$ cat config.mk
export PLATFORM = sky130hd
export DESIGN_NAME = cordic_vectoring_16b
export DESIGN_NICKNAME = d
export VERILOG_FILES = /design/src/rtl/cordic_pkg.sv /design/src/rtl/cordic_atan_rom.sv /design/src/rtl/cordic_vectoring_16b.sv
export SDC_FILE = /design/constraint.sdc
export NUM_CORES = 1
export LEC_CHECK = 0
export CORE_UTILIZATION = 40
export DETAILED_ROUTE_END_ITERATION = 6
export DONT_BUFFER_PORTS = 1
export PLACE_DENSITY = 0.61
export REMOVE_ABC_BUFFERS = 1
export SLEW_MARGIN = 10
export SYNTH_ARGS = -nofsm -noshare
export SYNTH_HDL_FRONTEND = slang
export SYNTH_HIERARCHICAL = 1
export SYNTH_SLANG_ARGS = --single-unit
$ cat constraint.sdc
create_clock -name clock -period 8.35 [get_ports clock]
set_clock_uncertainty 0.2 [all_clocks]
set_input_delay 0.835 -clock clock [delete_from_list [all_inputs] [get_ports clock]]
set_output_delay 0.835 -clock clock [all_outputs]
set_load 0.02 [all_outputs]
$ cat src/rtl/cordic_pkg.sv
// Shared CORDIC definitions: atan(2^-i) binary-angle table, 1/K gain constant
// and the FSM state type used by the rotation- and vectoring-mode engines.
package cordic_pkg;

  typedef enum logic [1:0] {
    ST_IDLE,
    ST_ROTATE,
    ST_DONE
  } cordic_state_e;

  localparam int ITER_CNT_W = 5;
  localparam int GUARD_W    = 4;
  localparam int Z_FRAC_W   = 4;

  // atan(2^-i) with 2^20 = 360 deg, i.e. a 16-bit binary angle with 4 fraction bits
  localparam int ATAN_W = 20;
  localparam int ATAN_N = 16;
  localparam logic [ATAN_W-1:0] ATAN_TABLE [ATAN_N] = '{
    20'd131072, 20'd77376, 20'd40884, 20'd20753,
    20'd10417,  20'd5213,  20'd2607,  20'd1304,
    20'd652,    20'd326,   20'd163,   20'd81,
    20'd41,     20'd20,    20'd10,    20'd5
  };

  // round(0.607253 * 2^15): reciprocal of the CORDIC gain in Q1.15
  localparam logic [15:0] INV_K_Q15 = 16'd19898;

endpackage

$ cat src/rtl/cordic_atan_rom.sv
// Combinational atan(2^-i) lookup, rescaled to the caller's angle accumulator width.
module cordic_atan_rom
  import cordic_pkg::*;
#(
  parameter int OUT_W = ATAN_W
) (
  input  logic [ITER_CNT_W-1:0] idx,
  output logic [OUT_W-1:0]      atan_val
);

  logic [ATAN_W-1:0] raw;

  always_comb begin
    raw = '0;
    if (idx < ITER_CNT_W'(ATAN_N)) raw = ATAN_TABLE[idx[3:0]];
  end

  generate
    if (OUT_W >= ATAN_W) begin : g_wide
      assign atan_val = OUT_W'(raw) << (OUT_W - ATAN_W);
    end else begin : g_narrow
      assign atan_val = OUT_W'(raw >> (ATAN_W - OUT_W));
    end
  endgenerate

endmodule

$ cat src/rtl/cordic_vectoring_16b.sv
// Vectoring-mode CORDIC: (x_in, y_in) -> magnitude and binary angle, one micro-rotation per clock.
// Optional macro CORDIC_GAIN_COMP_EN scales the magnitude by 1/K before it is presented.
module cordic_vectoring_16b
  import cordic_pkg::*;
#(
  parameter int width = 16,
  parameter int ITER  = 15
) (
  input  logic             clock,
  input  logic             resetn,
  input  logic             in_valid,
  output logic             in_ready,
  input  logic [width-1:0] x_in,
  input  logic [width-1:0] y_in,
  output logic             out_valid,
  input  logic             out_ready,
  output logic [width-1:0] magnitude,
  output logic [width-1:0] angle
);

  // x/y carry width+2 integer bits (headroom for -2^(width-1) and the gain) plus guard fraction bits
  localparam int XY_W   = width + 2 + GUARD_W;
  localparam int Z_W    = width + Z_FRAC_W;
  localparam int PROD_W = XY_W + 17;
  localparam logic signed [PROD_W-1:0] MAG_MAX = (PROD_W'(1) <<< width) - PROD_W'(1);

  cordic_state_e state_q, state_d;

  logic signed [XY_W-1:0]  x_p0, y_p0, x_cap, y_cap, x_shr, y_shr, x_nx, y_nx;
  logic        [Z_W-1:0]   z_p0, z_cap, z_nx, atan_val;
  logic [ITER_CNT_W-1:0]   iter_p0;
  logic                    zero_p0, last_iter;
  logic        [width-1:0] mag_p1, ang_p1;

  function automatic logic [width-1:0] mag_sat(input logic signed [XY_W-1:0] xv);
    logic signed [PROD_W-1:0] scaled;
`ifdef CORDIC_GAIN_COMP_EN
    scaled = (PROD_W'(xv) * PROD_W'($signed({1'b0, INV_K_Q15}))
              + (PROD_W'(1) <<< (14 + GUARD_W))) >>> (15 + GUARD_W);
`else
    scaled = (PROD_W'(xv) + (PROD_W'(1) <<< (GUARD_W - 1))) >>> GUARD_W;
`endif
    if (scaled[PROD_W-1])     mag_sat = '0;
    else if (scaled > MAG_MAX) mag_sat = '1;
    else                       mag_sat = scaled[width-1:0];
  endfunction

  function automatic logic [width-1:0] ang_round(input logic [Z_W-1:0] zv);
    logic [Z_W-1:0] zr;
    zr = zv + Z_W'(1 << (Z_FRAC_W - 1));
    return zr[Z_W-1:Z_FRAC_W];
  endfunction

  cordic_atan_rom #(.OUT_W(Z_W)) u_atan_rom (
    .idx      (iter_p0),
    .atan_val (atan_val)
  );

  // Capture: fold the left half-plane onto the right and start z at 180 deg
  always_comb begin
    x_cap = XY_W'($signed(x_in)) <<< GUARD_W;
    y_cap = XY_W'($signed(y_in)) <<< GUARD_W;
    z_cap = '0;
    if (x_in[width-1]) begin
      x_cap = -x_cap;
      y_cap = -y_cap;
      z_cap = {1'b1, {(Z_W-1){1'b0}}};
    end
  end

  // Micro-rotation i: steer y towards zero, accumulate the rotated angle in z
  always_comb begin
    x_shr = x_p0 >>> iter_p0;
    y_shr = y_p0 >>> iter_p0;
    if (y_p0[XY_W-1]) begin
      x_nx = x_p0 - y_shr;
      y_nx = y_p0 + x_shr;
      z_nx = z_p0 - atan_val;
    end else begin
      x_nx = x_p0 + y_shr;
      y_nx = y_p0 - x_shr;
      z_nx = z_p0 + atan_val;
    end
  end

  assign last_iter = (iter_p0 == ITER_CNT_W'(ITER - 1));

  always_comb begin
    state_d   = state_q;
    in_ready  = 1'b0;
    out_valid = 1'b0;
    unique case (state_q)
      ST_IDLE: begin
        in_ready = 1'b1;
        if (in_valid) state_d = ST_ROTATE;
      end
      ST_ROTATE: begin
        if (last_iter) state_d = ST_DONE;
      end
      ST_DONE: begin
        out_valid = 1'b1;
        if (out_ready) state_d = ST_IDLE;
      end
      default: state_d = ST_IDLE;
    endcase
  end

  always_ff @(posedge clock or negedge resetn) begin
    if (!resetn) state_q <= ST_IDLE;
    else         state_q <= state_d;
  end

  always_ff @(posedge clock or negedge resetn) begin
    if (!resetn) begin
      x_p0    <= '0;
      y_p0    <= '0;
      z_p0    <= '0;
      iter_p0 <= '0;
      zero_p0 <= 1'b0;
      mag_p1  <= '0;
      ang_p1  <= '0;
    end else begin
      if (state_q == ST_IDLE && in_valid) begin
        x_p0    <= x_cap;
        y_p0    <= y_cap;
        z_p0    <= z_cap;
        iter_p0 <= '0;
        zero_p0 <= (x_in == '0) && (y_in == '0);
      end else if (state_q == ST_ROTATE) begin
        x_p0    <= x_nx;
        y_p0    <= y_nx;
        z_p0    <= z_nx;
        iter_p0 <= iter_p0 + ITER_CNT_W'(1);
        // Result registers load on the edge that enters DONE
        if (last_iter) begin
          mag_p1 <= mag_sat(x_nx);
          ang_p1 <= zero_p0 ? '0 : ang_round(z_nx);
        end
      end
    end
  end

  assign magnitude = mag_p1;
  assign angle     = ang_p1;

endmodule

Yosys cells after proc, flatten, opt, wreduce, memory -nomap -nowiden:

Memory sizes are Yosys's and may differ from the RTL's.
Index checks and enable logic that the tools add are counted.

* equal/unequal tests: 6
* divide/modulo/power cells: 0
* reduce and logical (&&, ||, !) cells: 8
* bitwise logic cells: 2
* muxes and demuxes: 26
* multiply operators: 0
* $add $sub $neg: 11
* shifts and indexed selects: 2
* $lt $le $gt $ge: 3

Operators by type and width (count)
* $mux W22: 8
* $mux W20: 7
* $mux W16: 3
* $add A22 B22 Y22: 2
* $neg A20 Y22: 2
* $sshr A22 B5 Y22: 2
* $sub A22 B22 Y22: 2
* $logic_not A16 Y1: 2
* $add A22 B5 Y23 const B: 1
* $add A20 B20 Y20: 1
* $add A20 B4 Y20 const B: 1
* $sub A20 B20 Y20: 1
* $gt A19 B17 Y1 const B: 1
* $mux W5: 2
* $mux W2: 3
* $ne A2 B2 Y1 const B: 3
* $pmux W2 S3: 1
* $reduce_and A3 Y1: 2
* $add A5 B1 Y5 const B: 1
* $eq A5 B4 Y1 const B: 1
* $ge A5 B5 Y1 const B: 1
* $lt A5 B5 Y1 const B: 1
* $not A4 Y5: 1
* $eq A2 B1 Y1 const B: 1
* other kinds (6): 8

* output and inout port bits: 34
* logic and storage cells: 67
* memories: 1
* bits in registers: 104
* memory bits (writable): 0
* latch bits: 0
* bits of input ports: 36
* bits in read-only memories: 320

Memory list
* (name not given): words 16, width 20, read ports 1, clocked after Yosys merged registers in 0, wr ports 0, line cordic_atan_rom.sv:15 `if (idx < ITER_CNT_W'(ATAN_N)) raw = ATAN_TABLE[idx[3:0]];`

Logic depth before layout (Yosys ltp):

Gate-level depths: netlist of the first run.

* word-level depth: 9
* gate-level depth with buffers: 28

By module:

The synthesis of the first run kept the hierarchy.

Modules (own cells, without submodules)
* cordic_vectoring_16b: instances 1, area each 12918.6 um^2, cells an instance 1567
* cordic_atan_rom: instances 1, area each 478.0 um^2, cells an instance 71

Worst setup path after synthesis of the first run:

No wires, ideal clock.

* kind: register -> register
* from: register iter_p0[1]
* to: register mag_p1[0], in the netlist magnitude[0]
* arrival time: 6270 ps
* setup time: 149 ps
* cell stages (with the launch flop): 24
* path slack: 1731 ps
* required time: 8001 ps
* path buffers: 4
* clock period less this slack: 6619 ps
* cell sequence: dfrtp_1 -> buf_6 -> buf_6 -> mux4_2 -> mux2i_1 -> a21o_1 -> a31oi_1 -> nand2b_1 -> or4b_2 -> or2_2 -> o32ai_1 -> ha_1 -> clkbuf_1 -> a21o_1 -> a211o_1 -> o22ai_1 -> a21oi_1 -> a21oi_1 -> o21ai_0 -> a21oi_1 -> xnor3_2 -> o21bai_1 -> clkbuf_1 -> a32oi_2

* word-level cells in the longest chain between the ends: 7
* elaborated cells on any way between the ends: 10

Ends and longest elaborated chain
* from (decl): line cordic_vectoring_16b.sv:31 `logic [ITER_CNT_W-1:0] iter_p0;`
* from (signal assigned): line cordic_vectoring_16b.sv:133 `iter_p0 <= iter_p0 + ITER_CNT_W'(1);`
* $sshr A22 B5 Y22: line cordic_vectoring_16b.sv:74 `y_shr = y_p0 >>> iter_p0;`
* $add A22 B22 Y22 or $sub A22 B22 Y22 (tied branches): line cordic_vectoring_16b.sv:80, cordic_vectoring_16b.sv:76
* $mux W22: line cordic_vectoring_16b.sv:75 `if (y_p0[XY_W-1]) begin`
* $add A22 B5 Y23: line cordic_vectoring_16b.sv:41 `scaled = (PROD_W'(xv) + (PROD_W'(1) <<< (GUARD_W - 1))) >>> GUARD_W;`
* $gt A19 B17 Y1: line cordic_vectoring_16b.sv:44 `else if (scaled > MAG_MAX) mag_sat = '1;`
* $mux W16: line cordic_vectoring_16b.sv:44
* $mux W16: line cordic_vectoring_16b.sv:43 `if (scaled[PROD_W-1]) mag_sat = '0;`
* to (signal assigned): line cordic_vectoring_16b.sv:136 `mag_p1 <= mag_sat(x_nx);`
* to (decl): line cordic_vectoring_16b.sv:33 `logic [width-1:0] mag_p1, ang_p1;`

Several ways; a longest one is shown, not always the timed one.
A chain may end at the register's enable or synchronous reset.

Final worst setup path of the first run:

* from: register iter_p0[1]
* to: register mag_p1[15], in the netlist magnitude[15]

Same word-level chain as after synthesis.

==> results of run 1 <==
-- cells in the final DEF, fill, tap and decap left out, types with 23 or more instances in the layout --
cell type    n
mux2i_1     38
a21o_1      25
nand2_1    158
inv_1       59
dfrtp_1    100
a21oi_1    123
ha_1        77
nor3_1      42
o211ai_1    30
o21ai_0     94
xor2_1      64
buf_4       30
nand2b_1    26
nand3_1     66
xnor2_1     68
mux4_2      23
nor2_1     121
a211oi_1    28
-- cells in the mapped netlist (all sizes together), types with 21 or more instances --
cell type,instances,share of area (%)
a21o,25,1.4
xnor2,68,4.4
mux4,36,6.4
ha,77,7.2
buf,40,2.4
o21ai,94,3.5
nand2,161,4.5
a211oi,28,1.6
nor3,42,1.6
o211ai,30,1.7
nand3,66,2.5
and2,21,1.0
nor2,121,3.4
clkbuf,58,1.6
inv,59,1.7
a21oi,124,4.7
nand2b,27,1.3
xor2,64,4.2
mux2i,41,3.2
dfrtp,104,19
-- cells by family after synthesis --
logic type | Yosys count | share of synthesized area (%)
simple gates | 557 | 20.88
compound gates | 506 | 26.10
other cells | 1 | 0.02799
mux | 97 | 11.31
flops | 104 | 19.43
buf+inv | 160 | 5.809
xor+xnor | 133 | 8.807
fa+ha+maj | 80 | 7.640
-- worst paths after layout --
check                                 from  slack [ps]       endpoint  cells past startpoint
max in group asynchronous           resetn        7310       y_p0[21]                      1
worst max-delay path            iter_p0[1]         680  magnitude[15]                     22
worst min-delay path                resetn         190       angle[3]                      1
worst min register to register     z_p0[0]         300        z_p0[0]                      2
min in group clock                 z_p0[0]         300        z_p0[0]                      2
worst max register to register  iter_p0[1]         680  magnitude[15]                     22
-- area by class of cell --
type	instances	share of cell area, %
Clock buffer	9	1.609
Clock inverter	7	0.6526
Inverter	62	1.663
Timing Repair Buffer	31	1.806
Multi-Input combinational cell	1375	71.69
Sequential cell	104	18.63
Tap cell	442	3.951
-- layer usage --
metal,wire length [microns],up-vias,part of all wire [%]
met3,2195,66,5.5
met1,18570,5974,46
met5,0,-,0
li1,-,6012,-
met2,18530,399,46
met4,846,0,2.1
-- flip-flops by register name, summed over array words and instances (netlist names) --
signal and count:
x_p0 22, state_q 2, z_p0 20, zero_p0 1
magnitude 16, y_p0 22, angle 16, iter_p0 5
-- critical path, stage by stage (launching register included) --
cell	delay, ps
dfrtp_2	660
buf_4	320
nor2_1	260
mux2i_1	220
a222oi_1	180
a211oi_1	560
ha_1	310
nand2b_1	80
or4b_2	670
or2_2	330
a21boi_0	160
o32ai_1	110
ha_1	400
a21o_1	230
a211o_1	290
o22ai_1	230
a2111oi_0	110
a311oi_1	500
or2_2	230
nand4b_1	220
nor3b_1	90
mux2i_2	890
a32oi_2	230
-- through the flow --
stage	hold WS (ps)	cells
after global placement	283.2	2013
after floorplan	259.8	1541
after detailed placement	292.4	2013
after CTS	200.8	2030
after global routing	215.9	2030
final	186.0	2030
-- timing repair --
item | CTS | global route
resized for setup | 0 | 0
hold endpoints to repair | 104 | 0
hold buffers | 1 | 0
==> metrics, run 1 <==
Crit path required time 8350 ps; Boundary Pins 70; async set or reset register ratio after synthesis 100.0%; Worst EP arrival 7670 ps; failing checks DRC; first-pass GRT wire length 64,890 microns; final hold vios 0; Vert. Die Dim 185.0 microns; Seq/Total Area, Yosys 19.43%; area of the multi-input gates 10,030 sq um; Initial Util 40.86%; postcts setup bufs 0; Post-Syn Area 13,400 sq um; vias per inst 6.133; Ys Warns 6; final instance area 14,000 sq um; dominant synthesized flop cell dfrtp_1; CTS buffer count 9; Least-Margin Pin Slew 1139 ps; M2 GR Usage 39.35%; FP Rows 66; setup TNS 0 ps; crit start category flop; Skew-Pair Late Insertion Delay 390 ps; final WL 40,150 microns; relative slew slack 22.53%; synthesized area per cell 8.179 sq um; Final #Nets 1,699; share of layout cells above drive strength 1 9.824%; vias in the first global route 11,838; CTS max path bufs 2; Distinct cells, synth 102; Initial DRC Count 1,067; post-route minimum period 7672 ps; Final setup viols 0; global route hottest layer met2; DRC violations left 5; width of the die 185.0 microns; via count 12,451; run status finished, violations left; GRT Total Usage 24.01%; worst setup path class flop to flop; max-slew violation count 0; Finished Core Util 42.69%; GR Layer Usage met1 32.55%; Initial DRT Pass Iterations 7; CTS Root Buffer Type clkbuf_16; GP Congestion 0.9888; Max Cap Violations 0; clk sinks 104; dpl hpwl 29,850 microns; largest net degree at the start of global routing 105; crit path capture type flop; FF+latch count, synth 104; Final period util 91.88%; Core ar. 32,780 sq um; post-route setup slack 677.8 ps; CTS tree done; area delta synth->final 4.474%; number of synthesized flops with an enable pin 0; CP max FO 28; n_diodes 0; Post-Place Worst Slack 772.3 ps; placed inst area 13,650 sq um; GRT overflow 0; f_max 130.3 MHz; DR WL/cell 19.78 microns; register area 2608 sq um; count of input and output buffers 0; final antenna-violating net count 0; Min-Delay Path Class input pin to asynchronous set/reset pin; met3 usage in global routing 3.618%; CTS clock-pin slew for the worst setup and hold paths 90 ps; RSZ-0062 raised after global routing false; Fill cells 3,295; initial antenna violation count 0; Max H-tree Level 3; Syn Inst Count 1,638; DIE AREA 34,230 sq um
Power of run 1 is left out: the tool's default activity adds up to more than one toggle a clock period on the data nets, which glitch-free logic cannot reach.
==> run 2: changes to the inputs <==
--- a/config.mk
+++ b/config.mk
@@ -5,6 +5,7 @@
 export SDC_FILE = /design/constraint.sdc
 export NUM_CORES = 1
 export LEC_CHECK = 0
+export CORE_MARGIN = 10
 export CORE_UTILIZATION = 40
 export DETAILED_ROUTE_END_ITERATION = 6
 export DONT_BUFFER_PORTS = 1
==> run 2 against run 1 <==
  * Setup slack worse by 45 ps
  * Core utilization down 0.12 points
  * Flip-flop and latch count unchanged
  * Final cell count about the same
  * Global-route usage down 4.6 points
  * Non-clock buffer count down 2
  * Routed wire length up 2.1%
  * The flow now finishes without violations
  * Final area down 0.28%
  * Sequential share of layout area up 0.052 points
==> metrics, run 2 (synthesis gave the netlist of run 1 again) <==
run status finished, final reports clean; CP bufs+invs 1 (unchanged); final WL 40,980 microns (+2.1%); CTS Root Buffer Type clkbuf_16; relative slew slack 24.43% (+1.9 points); DIE AREA 41,210 sq um (+20%); Initial DRC Count 1,015 (-4.9%); Max Cap Violations 0 (unchanged); Skew-Pair Late Insertion Delay 390 ps (about the same); n_diodes 0 (unchanged); first-pass GRT wire length 65,270 microns (+0.59%); Max H-tree Level 3 (unchanged); RSZ-0062 raised after global routing false; global route hottest layer met2; crit start category flop; Min-Delay Path Class input pin to asynchronous set/reset pin; largest net degree at the start of global routing 105 (unchanged); GP Congestion 0.9645 (-2.5%); Crit path required time 8360 ps (about the same); CP Capture Point magnitude[14]; Initial DRT Pass Iterations 6 (-1); Register-to-Register Path Depth 21 (-4.5%); Core ar. 32,780 sq um (unchanged); crit-path cells clkinv_1, nand2_1, nor3_1, a211oi_1, ha_1, nand2b_1, or4b_2, or2_2, a21boi_0, o32ai_1, ha_1, o21a_1, a21oi_1, o21ai_0, a21o_1, a311oi_1, or2_2, nand4b_1, nor3b_1, mux2i_2, a32oi_2; worst setup path class flop to flop; via count 12,464 (+0.10%); DR WL/cell 20.21 microns (+2.2%); Final period util 92.42% (+0.54 points); Worst R2R Start iter_p0[4]; Final setup viols 0 (unchanged); max-slew violation count 0 (unchanged); CP max stage delay 870 ps (-20 ps); Reg2Reg Capture Point magnitude[14]; setup TNS 0 ps (unchanged); dpl hpwl 30,720 microns (+2.9%); crit path capture type flop; top flop regs x_p0 (22), y_p0 (22), z_p0 (20); final hold vios 0 (unchanged); Boundary Pins 70 (unchanged); Worst EP arrival 7730 ps (+60 ps); Levels on crit path 21 (-4.5%); CTS max path bufs 2 (unchanged); area delta synth->final 4.184%; Least-Margin Pin Slew 1112 ps (-27.86 ps); width of the die 203.0 microns (+9.7%); CTS tree done; most frequent cells in the layout nand2_1 (158), a21oi_1 (123), nor2_1 (121); vias per inst 6.146 (+0.20%); CP max FO 16 (-43%); f_max 129.6 MHz (-0.59%); share of layout cells above drive strength 1 9.710% (-0.11 points); Final #Nets 1,697 (-0.12%); M2 GR Usage 31.40% (-8.0 points); DRC violations left 0 (-5); GR Layer Usage met1 25.82% (-6.7 points); Initial Util 40.86% (unchanged); final antenna-violating net count 0 (unchanged); post-route minimum period 7717 ps (+45.19 ps); CTS clock-pin slew for the worst setup and hold paths 90 ps (about the same); GRT overflow 0 (unchanged); initial antenna violation count 0 (unchanged); Vert. Die Dim 203.0 microns (+9.7%); met3 usage in global routing 3.407% (-0.21 points); clk sinks 104 (unchanged); most common cell after layout, fill and taps aside nand2_1; CP max stage cell mux2i_2; GRT Total Usage 19.43% (-4.6 points); CTS buffer count 9 (unchanged); reg2reg setup slack 630 ps (-50 ps); critical path startpoint iter_p0[4]; FP Rows 66 (unchanged); vias in the first global route 11,723 (-0.97%); count of input and output buffers 0 (unchanged); cell family with most CP delay compound AO/OA/AOI/OAI gates
## run 2: cell count changes in the layout (fill, tap and decap cells not counted), sizes merged
cell / before / now
buf: 31 / 29
clkinvlp: 0 / 2
inv: 62 / 60
clkbuf: 9 / 10
clkinv: 7 / 6
## run 2: timing repair
action,4_1_cts,5_1_grt
buffers inserted,0,0
gates resized for setup,0,0
hold endpoints to repair,104,0
hold buffers,1,0
## run 2: worst min-delay path by stage
stage          startpoint          to  cells past startpoint  slack (ps)
6_report           resetn    angle[9]                      1         190
3_5_place_dp      z_p0[0]     z_p0[0]                      2         290
4_1_cts            resetn    z_p0[14]                      1         200
5_1_grt            resetn    z_p0[11]                      1         180
3_3_place_gp      z_p0[0]     z_p0[0]                      2         280
2_1_floorplan  state_q[1]  state_q[0]                      1         260
## run 2: per-stage QoR
stage | util (%) | setup slack [ps] | std cells | hold slack (ps) | instance area [sq um]
after floorplan | - | 159.4 | 1541 | 259.8 | 12850
after global routing | 42.57 | 0.2096 | 2028 | 175.3 | 13960
after global placement | 41.60 | 905.5 | 2011 | 281.9 | 13640
after detailed placement | 41.60 | 800.7 | 2011 | 292.1 | 13640
after CTS | 42.57 | 739.5 | 2028 | 199.1 | 13960
final | 42.57 | 632.6 | 2028 | 190.2 | 13960
## run 2: layout make-up
class	instances	area (sq um)
fill	3366	18830
sequential	104	2608
timing repair buffer	29	237.7
tap	442	553.0
multi-input combinational	1375	10030
inverter	62	232.7
clock inverter	6	53.80
clock buffer	10	239.0
## run 2: routing by layer
metal / routed length [microns] / up-vias
li1: - / 6017
met1: 18730 / 6077
met2: 18850 / 325
met3: 2455 / 45
met4: 944 / 0
met5: 0 / -
Power of run 2 is left out for the same reason.
